File: config.mk
export PLATFORM = sky130hd
export DESIGN_NAME = bus_arbiter8
export DESIGN_NICKNAME = d
export VERILOG_FILES = /design/src/rtl/bus_arbiter8.sv
export SDC_FILE = /design/constraint.sdc
export NUM_CORES = 1
export LEC_CHECK = 0
export ABC_AREA = 1
export ABC_CLOCK_PERIOD_IN_PS = 2800
export BUFFER_PORTS_ARGS = -buffer_cell sky130_fd_sc_hd__buf_2
export CAP_MARGIN = 15
export CORE_ASPECT_RATIO = 1.25
export CORE_MARGIN = 2
export CORE_UTILIZATION = 35
export CTS_BUF_LIST = sky130_fd_sc_hd__clkbuf_8
export CTS_CLUSTER_DIAMETER = 60
export DETAILED_ROUTE_END_ITERATION = 12
export GPL_TIMING_DRIVEN = 0
export PLACE_DENSITY = 0.71
export SYNTH_ARGS = -nofsm -noshare
export SYNTH_HDL_FRONTEND = slang
export SYNTH_SLANG_ARGS = --single-unit
File: constraint.sdc
create_clock -name clk -period 2.8 [get_ports clk]
set_input_delay 0.28 -clock clk [delete_from_list [all_inputs] [get_ports clk]]
set_output_delay 0.28 -clock clk [all_outputs]
set_load 0.005 [all_outputs]
File: src/rtl/bus_arbiter8.sv
// bus_arbiter8: round-robin arbiter for eight 16-bit requesters sharing one bus.
// Grants one owner at a time, rotates on release or when the hold limit is hit
// with a competitor waiting, and registers the owner's word onto dout.
module bus_arbiter8 #(
  parameter int MAX_HOLD = 4
) (
  input  logic        clk,
  input  logic        reset,
  input  logic [7:0]  req,
  input  logic [15:0] a,
  input  logic [15:0] b,
  input  logic [15:0] c,
  input  logic [15:0] d,
  input  logic [15:0] e,
  input  logic [15:0] f,
  input  logic [15:0] g,
  input  logic [15:0] h,
  output logic [7:0]  gnt,
  output logic [2:0]  sel,
  output logic        busy,
  output logic [15:0] dout,
  output logic        dout_valid
);

  typedef enum logic {IDLE, GRANT} state_t;

  state_t      r_state;
  logic [2:0]  r_ptr;
  logic [3:0]  r_holdCnt;
  logic [7:0]  r_gnt;
  logic [2:0]  r_sel;
  logic        r_busy;
  logic [15:0] r_dout;
  logic        r_doutValid;

  logic [3:0]  w_idlePick;
  logic [3:0]  w_rotPick;
  logic [2:0]  w_ownerNext;
  logic [15:0] w_word;
  logic        w_holdLimit;

  // Returns {found, index} of the first set request among span positions
  // starting at start and wrapping modulo 8.
  function automatic logic [3:0] pickFrom(input logic [7:0] reqs,
                                          input logic [2:0] start,
                                          input int         span);
    logic       found;
    logic [2:0] idx;
    logic [2:0] pos;
    found = 1'b0;
    idx   = 3'd0;
    for (int k = 0; k < 8; k++) begin
      pos = start + 3'(k);
      if (!found && (k < span) && reqs[pos]) begin
        found = 1'b1;
        idx   = pos;
      end
    end
    return {found, idx};
  endfunction

  // The rotation search starts after the owner and covers only the other
  // seven slots, so the owner itself can never be re-picked by it.
  assign w_ownerNext = r_sel + 3'd1;
  assign w_idlePick  = pickFrom(req, r_ptr, 8);
  assign w_rotPick   = pickFrom(req, w_ownerNext, 7);

  // A counter that saturated while the owner was alone still triggers
  // rotation as soon as a competitor shows up.
  assign w_holdLimit = (r_holdCnt >= 4'(MAX_HOLD - 1));

  // Word multiplexer driven by the registered owner index.
  always_comb begin
    w_word = a;
    case (r_sel)
      3'd0: w_word = a;
      3'd1: w_word = b;
      3'd2: w_word = c;
      3'd3: w_word = d;
      3'd4: w_word = e;
      3'd5: w_word = f;
      3'd6: w_word = g;
      3'd7: w_word = h;
      default: w_word = a;
    endcase
  end

  // Arbiter state machine plus the registered data path.
  always_ff @(posedge clk) begin
    if (reset) begin
      r_state     <= IDLE;
      r_ptr       <= 3'd0;
      r_holdCnt   <= 4'd0;
      r_gnt       <= 8'd0;
      r_sel       <= 3'd0;
      r_busy      <= 1'b0;
      r_dout      <= 16'd0;
      r_doutValid <= 1'b0;
    end else begin
      r_dout      <= w_word;
      r_doutValid <= (r_state == GRANT) && req[r_sel];
      case (r_state)
        IDLE: begin
          if (w_idlePick[3]) begin
            r_state   <= GRANT;
            r_gnt     <= 8'd1 << w_idlePick[2:0];
            r_sel     <= w_idlePick[2:0];
            r_busy    <= 1'b1;
            r_holdCnt <= 4'd0;
          end
        end
        GRANT: begin
          if (!req[r_sel]) begin
            r_ptr <= w_ownerNext;
            if (w_rotPick[3]) begin
              r_gnt     <= 8'd1 << w_rotPick[2:0];
              r_sel     <= w_rotPick[2:0];
              r_holdCnt <= 4'd0;
            end else begin
              r_state <= IDLE;
              r_gnt   <= 8'd0;
              r_busy  <= 1'b0;
            end
          end else if (w_holdLimit && w_rotPick[3]) begin
            r_ptr     <= w_ownerNext;
            r_gnt     <= 8'd1 << w_rotPick[2:0];
            r_sel     <= w_rotPick[2:0];
            r_holdCnt <= 4'd0;
          end else if (r_holdCnt != 4'd15) begin
            r_holdCnt <= r_holdCnt + 4'd1;
          end
        end
        default: begin
          r_state <= IDLE;
          r_gnt   <= 8'd0;
          r_busy  <= 1'b0;
        end
      endcase
    end
  end

  assign gnt        = r_gnt;
  assign sel        = r_sel;
  assign busy       = r_busy;
  assign dout       = r_dout;
  assign dout_valid = r_doutValid;

endmodule

==> impl_results.md, run 1 <==
- Status: finished, violations left
- Violated checks: negative setup slack
- Sequential-to-total area share from yosys stat: 0.188
- Hpwl dp: approximately 12,000 µm
- Min Tclk post-route: between 2 and 3 ns
- Synth Area in XOR/XNOR: 0.0175
- Die height: about 120 µm
- Setup ws final: -0.0184 ns
- Die X: slightly below 100 µm
- Pwr/cell area: roughly 1200 nW/µm²
- Leak pwr: about 2.8 nW
- Num Clock Sinks: 37
- Share of post-route cells with drive strength above 1: 0.414
- Syn Std Cell Area: approximately 3900 µm²
- Setup crit end kind: register
- GRT Util Overall: 0.238
- Initial antenna violation count: 1
- First-pass GRT wire length: about 23,000 µm
- Most frequent cells in the layout: buf_2 (168), nand2_1 (154), nor2_1 (59)
- Place WS: -0.465 ns
- Clk buf depth: 2
- Buffers added on ports: approximately 170
- GP Congestion: slightly below 1
- Asr flop ratio synth: 0
- Mux contribution to synthesized area: 0
- H-tree lvl count: 2
- WP data arrival: between 3 and 4 ns
- Routed WL: between 15,000 and 20,000 µm
- CTS tree: done
- Most common cell after layout, fill and taps aside: buf_2
- Reg area: about 750 µm²
- Filler cell count: between 1,000 and 1,500
- Area contributors post-synth: dfxtp_1 (19%), nand2_1 (17%), nand3_1 (6.7%)
- Synthesized Nets: 775
- Compound-gate portion of the synthesized area: 0.218
- Finish-stage setup viols: 1
- Core area: 11,000 µm²
- Clk root buf: clkbuf_8
- Area of the multi-input gates: between 3000 and 4000 µm²
- Largest family of logic cells by synthesized area: simple AND/OR/NAND/NOR gates
- Rel. slew slack: 0.589
- Final Instance Area: 5700 µm²
- CTS clk-pin slew, worst paths: 0.08 ns
- Via total after detailed routing: about 5,300
- DP Area: a little under 5000 µm²
- Largest net degree at the start of global routing: 12
- Cts hold-fix bufs: 0
- Synth Register Bits: 37
- Fmax achieved: between 300 and 400 MHz
- Worst hold path type: input port to register
- Wire per inst: ~17 µm
- Post-layout util: 0.517
- RSZ-0062 raised after global routing: yes
- Slew @ Worst Pin: 0.612 ns
- Pins Over Slew Limit: 0
- Die ar.: roughly 12,000 µm²
- Residual DRC: 0
- Clk_lat worst skew: between 0.2 and 0.3 ns
- Starting density of the core: 0.357
- Final Net Count: slightly below 1,000
- Clock skew: slightly above 0.009 ns
- Yosys top cell area share: 0.188
- Max-Cap Viols: 0
- Worst endpoint required time: 3.04 ns
- Setup CP Type: register to register
- Ys Warns: 0
- Crit start category: register
- # IOs: between 150 and 200
- Adder-cell share of the synthesized area: 0.0382
- Num rows: 43
- Global route total overflow: 0
- Initial DRT Pass Iterations: 5
- Hold Fails Final Rpt: 0
- Critical path peak fanout: 7
- Crit. Startpoint: sel[0]
- Antenna-violating nets left: 0
- Max VDD drop: ~0.49 mV
- Inst Count DP: ~930
- Cells after Synth: 625
- Number of global-route vias before repair: about 4,700
- EDFF count, synth: 0
- Synth cell types: 46
- Worst Min Path Start: a[14]
- Total Power: approximately 7.0 mW
- Ys flop type: dfxtp_1
- Finished Layout Cells: slightly below 1,000
- Syn Area/Cell: 6.30 µm²
- Post-Synth Simple-Gate Area: 0.437
- P&R area growth vs syn: 44.8%
- Top cell type by total area after synthesis: dfxtp_1
- Reg-to-Reg Start: sel[0]
- Fin crit share: 1.01
- CTS Buf Count: 5
- Drt via density: 5.47
- DRT iter0 DRCs: 400
==> final cells by class <==
cell class / count / share of cell area
diodes: 1 / 0.000439
plain buffers: 22 / 0.0266
clock buffers: 5 / 0.0121
clock inverters: 2 / 0.00615
inverters: 64 / 0.0472
multi-input cells: 502 / 0.557
flip-flops and latches: 37 / 0.131
well taps: 135 / 0.0297
repair buffers: 196 / 0.190
==> worst paths after layout <==
path                                  to  slack [ns]  cells past startpoint
worst min-delay path            dout[14]        0.21                      3
worst min register to register      busy        0.48                      2
worst max-delay path              gnt[5]       -0.02                     19
worst max register to register    gnt[5]       -0.02                     19
==> power breakdown <==
part	switching, mW	total (mW)	internal (mW)
Clock	0.204	0.464	0.259
Combinational	3.61	5.76	2.14
Sequential	0.0999	0.820	0.720
Total	3.92	7.04	3.12
==> registers in the layout, summed over array words and instances, names as in the netlist <==
register / count
dout_valid: 1
gnt: 8
dout: 16
r_ptr: 3
r_holdCnt: 4
busy: 1
r_state: 1
sel: 3
==> synthesized netlist by cell type (2+ instances only) <==
cell type and number:
xnor2_1 2, buf_4 2, nand2_1 180, nand3b_1 3
a41oi_1 14, a32o_1 4, xor2_1 4, inv_4 3
ha_1 12, nand3_1 53, nand3_2 11, nand4_1 6
a22o_1 7, nand2_4 7, a31oi_1 5, nor2_4 3
inv_1 54, clkbuf_1 13, o21ai_0 27, nor2_1 69
nor2_8 2, buf_2 2, a21oi_1 32, a221oi_1 20
o21bai_1 4, buf_6 5, nor2_2 2, o21ai_1 3
nand4_4 2, dfxtp_1 37, inv_2 5, nand2_2 14
clkinv_1 2, o21ai_2 4
==> stage by stage <==
step	setup TNS [ns]	hold WS, ns
after CTS	0	0.212
final	-0.0184	0.212
after detailed placement	-8.39	0.459
after floorplan	0	0.421
after global routing	-1.14	0.236
after global placement	-8.01	0.458
==> logic make-up after synthesis <==
family | Yosys count
xor gates and xnor gates | 7
AOI/OAI and AO/OA | 125
DFF | 37
buffers and inverters | 87
and+or+nand+nor | 357
adders and majority gates | 12
==> routing by layer <==
metal | track usage | part of all wire
met5 | 0 | 0
met3 | 0.0364 | 0.082
met1 | 0.260 | 0.36
met2 | 0.466 | 0.52
met4 | 0.0753 | 0.032
==> timing repair <==
action	in CTS	in global routing
setup buffers	8	22
pin swaps	8	35
cloned	1	0
resized for setup	41	77
hold endpoints to repair	0	0
endpoints found under the setup margin	29	27
==> worst max-delay path, cell delays in order (launching register included) <==
cell      delay (ns)
dfxtp_4         0.36
buf_6           0.11
inv_6           0.05
buf_12          0.13
ha_4            0.36
buf_6           0.14
nand3_1         0.11
nand3_1         0.15
nand2_1         0.13
inv_1           0.17
nand4_4         0.13
nor2_1          0.17
nor2_1          0.06
nand2_1         0.07
nand2_2         0.07
nand2_1         0.09
nand2_2         0.09
o21bai_1        0.21
nor2_2          0.07
nor2_1          0.09
(Power assumes the default switching activity.)
==> inputs of run 2 (changes only) <==
Settings changed: REMOVE_ABC_BUFFERS set to 1.
==> impl_results.md, run 2 (same netlist as run 1, synthesis figures left out) <==
- Reg2Reg Setup Slack: about 0.12 ns
- Die ar.: about 12,000 µm²
- Rel. slew slack: 0.471
- DP Area: 4800 µm²
- Min Tclk post-route: approximately 2.7 ns
- Clk buf depth: 2
- # IOs: 167
- Core area: approximately 11,000 µm²
- Clk root buf: clkbuf_8
- Max VDD drop: about 0.45 mV
- Worst endpoint required time: approximately 3 ns
- Pins Over Slew Limit: 0
- Clock skew: ~0.013 ns
- Num Clock Sinks: 37
- First-pass GRT wire length: ~22,000 µm
- Die height: approximately 120 µm
- Largest net degree at the start of global routing: 27
- Num rows: between 40 and 50
- P&R area growth vs syn: 32.1%
- Routed WL: about 15,000 µm
- Wire per inst: 16.2 µm
- Status: completed
- Leak pwr: ~2.6 nW
- Max FFs per register: 16
- Residual DRC: 0
- Pwr/cell area: ~1100 nW/µm²
- Die X: ~99 µm
- Buffers added on ports: between 150 and 200
- Setup CP Type: register to register
- Inst Count DP: around 900
- Slew @ Worst Pin: a little under 0.8 ns
- Hpwl dp: roughly 12,000 µm
- Final Instance Area: between 5000 and 6000 µm²
- GP Congestion: a little over 0.9
- Worst Min Path Start: a[2]
- DRT iter0 DRCs: roughly 290
- Number of global-route vias before repair: 4,509
- Reg-to-Reg Start: sel[1]
- Clk_lat worst skew: 0.30 ns
- H-tree lvl count: 2
- Drt via density: about 5.3
- Filler cell count: 1,196
- Most common cell after layout, fill and taps aside: nand2_1
- Final Net Count: about 940
- Hold Fails Final Rpt: 0
- Total Power: 5.96 mW
- Antenna-violating nets left: 0
- Critical path peak fanout: 9
- CTS clk-pin slew, worst paths: approximately 0.080 ns
- Setup crit end kind: register
- CTS Buf Count: 5
- Number of diodes: 0
- CTS tree: done
- Fin crit share: 0.958
- Hold EP: dout[2]
- Fmax achieved: between 300 and 400 MHz
- Worst hold path type: input port to register
- WP data arrival: approximately 2.9 ns
- Hold depth: 3
- Initial antenna violation count: 0
- Initial DRT Pass Iterations: 5
- Crit start category: register
- Finished Layout Cells: 923
- GRT Util Overall: 0.233
- Share of post-route cells with drive strength above 1: 0.350
- Most frequent cells in the layout: nand2_1 (173), buf_2 (166), nor2_1 (64)
- Finish-stage setup viols: 0
- Starting density of the core: 0.357
- Max-Cap Viols: 0
- Global route total overflow: 0
- Worst R2R End: sel[2]
- Fin Hold WS: 0.218 ns
- Via total after detailed routing: a little under 5,000
- Reg2Reg Depth: 19
==> run 2: cell count changes in the layout (fill, tap and decap cells not counted), sizes merged <==
| cell | delta |
|---|---|
| diode | -1 |
| clkbuf | -12 |
| clkinvlp | +2 |
| buf | -27 |
| clkinv | -2 |
| bufinv | -1 |
==> run 2: how the worst max path moves through the flow <==
stage / from / depth (start not counted) / slack (ns) / endpoint
after floorplan: sel[0] / 19 / -0.12 / gnt[4]
after global placement: sel[1] / 8 / -1.04 / dout[8]
after detailed placement: sel[0] / 17 / -0.82 / sel[2]
after CTS: sel[1] / 19 / 0.006 / gnt[6]
after global routing: r_ptr[0] / 15 / -0.03 / gnt[5]
final: sel[1] / 19 / 0.12 / sel[2]
==> run 2: power breakdown <==
group,internal (mW),switching (mW)
clock,0.195,0.197
combinational,1.63,3.07
sequential,0.727,0.134
==> run 2: per-layer routing <==
metal | up-vias | track usage | wire, µm
met5 | - | 0 | 0
met4 | 0 | 0.0830 | 361
met3 | 25 | 0.0376 | 1010
met2 | 209 | 0.428 | 7640
met1 | 2243 | 0.272 | 5930
li1 | 2439 | - | -
==> run 2: area by class of cell <==
class / count / area [µm²] / area share
clock buffers: 6 / 82.6 / 0.0159
clock inverters: 1 / 7.51 / 0.00144
inverters: 64 / 264 / 0.0508
multi-input cells: 502 / 2990 / 0.576
flip-flops and latches: 37 / 757 / 0.146
well taps: 135 / 169 / 0.0325
repair buffers: 178 / 925 / 0.178
==> run 2: worst max-delay path, stage by stage (launching register included) <==
cell and delay, ns:
dfxtp_4 0.37, clkinvlp_4 0.11, ha_4 0.33, inv_4 0.07
nand2_1 0.10, nand2_4 0.09, nand2_1 0.09, nand2_1 0.10
nand2_1 0.08, nand2_1 0.08, nor2_4 0.18, nand4_4 0.12
nor2_1 0.19, nand2_1 0.09, nand2_1 0.13, nand2_1 0.08
nand2_2 0.10, nand2_1 0.09, o21ai_1 0.14, inv_1 0.05
==> run 2: repair_timing <==
action / CTS / global route
resized for setup: 23 / 35
setup buffers: 5 / 6
gates cloned: 0 / 1
endpoints found under the setup margin: 20 / 19
hold buffers: 0 / 0
pin swaps: 1 / 8
==> run 2: per-stage QoR <==
step	setup TNS (ns)	setup WS, ns	util
final	0	0.117	0.471
after global routing	-0.110	-0.0312	0.471
after CTS	0	0.00599	0.455
after detailed placement	-14.96	-0.820	0.436
after global placement	-25.93	-1.04	0.434
after floorplan	-1.41	-0.120	-
==> inputs of run 3 (changes only) <==
Settings changed: CORE_UTILIZATION 35 to 40, PLACE_DENSITY 0.71 to 0.79.
==> impl_results.md, run 3 (same netlist as run 1, synthesis figures left out) <==
- Crit start category: register
- Clk buf depth: 2
- CTS Buf Count: 5
- Final Net Count: around 930
- Met2 WL: 7320 µm
- Antenna-violating nets left: 0
- Filler cell count: about 1,000
- Via total after detailed routing: around 5,000
- Drt via density: between 5 and 6
- Worst endpoint required time: slightly above 3 ns
- GRT Util Overall: 0.256
- Most frequent cells in the layout: nand2_1 (172), buf_2 (166), nor2_1 (64)
- Clk root buf: clkbuf_8
- # IOs: 167
- Final Instance Area: roughly 5200 µm²
- Critical path peak fanout: 5
- Most common cell after layout, fill and taps aside: nand2_1
- Wire per inst: roughly 16 µm
- Met1 WL: approximately 5400 µm
- Setup crit end kind: register
- Status: completed
- Max FFs per register: 16
- Starting density of the core: 0.410
- CP Cell Sequence: ha_2, ha_4, xnor2_2, nand3b_1, nand2_1, inv_1, nand3_1, nand3_1, nand2_1, nand2_1, nand2_1, nand2_1, nand2_2, o21bai_1, nor2_1, nor2_1
- Setup CP Type: register to register
- Rel. slew slack: 0.525
- CP max stage delay: ~0.42 ns
- Num rows: 40
- Largest net degree at the start of global routing: 27
- Routed WL: 14,700 µm
- Num Clock Sinks: 37
- Worst Min Path Start: a[12]
- Die height: approximately 110 µm
- DP Area: 4780 µm²
- P&R area growth vs syn: 31.3%
- WP data arrival: about 2.9 ns
- Inst Count DP: between 800 and 900
- Max-Cap Viols: 0
- First-pass GRT wire length: 21,500 µm
- Max VDD drop: 0.547 mV
- Clock skew: approximately 0.011 ns
- Die ar.: 10,700 µm²
- CTS clk-pin slew, worst paths: around 0.080 ns
- Reg2Reg Setup Slack: 0.11 ns
- Pwr/cell area: between 1000 and 1500 nW/µm²
- DRT iter0 DRCs: between 400 and 500
- Crit path top cell by count: nand2_1
- Share of post-route cells with drive strength above 1: 0.349
- CP max stage cell: dfxtp_4
- Reg area: 757 µm²
- Total Power: approximately 6 mW
- Setup ws final: ~0.11 ns
- Worst hold path type: input port to register
- Finished Layout Cells: 912
- Highest metal used: met4
- Area of the multi-input gates: approximately 3000 µm²
- Buffers added on ports: 166
- Place WS: -0.761 ns
- Clk_lat worst skew: around 0.3 ns
- Slew @ Worst Pin: ~0.7 ns
- Setup_tns: 0 ns
- Number of global-route vias before repair: about 4,500
- Global route total overflow: 0
- Core area: slightly below 10,000 µm²
- Reg-to-Reg Start: sel[0]
- Fin crit share: 0.959
- Min Tclk post-route: between 2 and 3 ns
- Pins Over Slew Limit: 0
- Initial DRT Pass Iterations: 8
- Crit. Startpoint: sel[0]
- Hold Fails Final Rpt: 0
- Fmax achieved: 372 MHz
- Leak pwr: 2.63 nW
- Finish-stage setup viols: 0
- H-tree lvl count: 2
- Residual DRC: 0
- GP Congestion: just over 0.9
- Die X: 92.7 µm
- Hpwl dp: 11,300 µm
- Initial antenna violation count: 1
- CTS tree: done
- Met3 wire len: 1490 µm
[run 3: cell count changes in the layout (fill, tap and decap cells not counted), moves of 2 or more]
cell / before / now
nand3_2: 12 / 14
buf_4: 11 / 7
nand3_4: 3 / 1
clkinvlp_4: 2 / 0
nand2_4: 10 / 12
[run 3: report_power, final]
group	internal [mW]	switching, mW	leakage [nW]
combinational	1.63	3.07	2.27
sequential	0.727	0.143	0.309
clock	0.200	0.211	0.0512
total	2.56	3.42	2.63
[run 3: final cells by class]
type	count	area share
repair buffers	174	0.175
clock buffers	6	0.0160
well taps	126	0.0305
multi-input cells	502	0.578
flip-flops and latches	37	0.147
inverters	64	0.0509
diodes	1	0.000484
clock inverters	2	0.00266
[run 3: routing by layer]
layer	track usage	up-vias
li1	-	2440
met1	0.287	2248
met2	0.468	278
met3	0.0544	50
met4	0.106	0
met5	0	-
[run 3: final timing paths]
check	cells past startpoint	end
setup / recovery	16	gnt[4]
hold / removal	3	dout[12]
setup reg to reg	16	gnt[4]
hold reg to reg	2	busy
[run 3: timing repair]
item	4_1_cts	5_1_grt
buffers inserted	4	4
gates resized for setup	19	41
setup endpoints to repair	29	18
pin swaps	2	6
hold buffers	0	0
gates cloned	0	1
[run 3: critical path: cells and delay by family (launching register included)]
family	cells	cell delay (ns)
AND/OR/NAND/NOR	11	1.11
flip-flops	1	0.42
buffers and inverters	1	0.19
adder cells (fa/ha/maj)	2	0.51
AO/OA/AOI/OAI	1	0.16
XOR/XNOR	1	0.23
[run 3: stage by stage]
step | hold slack (ns) | utilization
after floorplan | 0.349 | -
after global placement | 0.456 | 0.497
after detailed placement | 0.457 | 0.498
after CTS | 0.195 | 0.517
after global routing | 0.209 | 0.538
final | 0.198 | 0.538
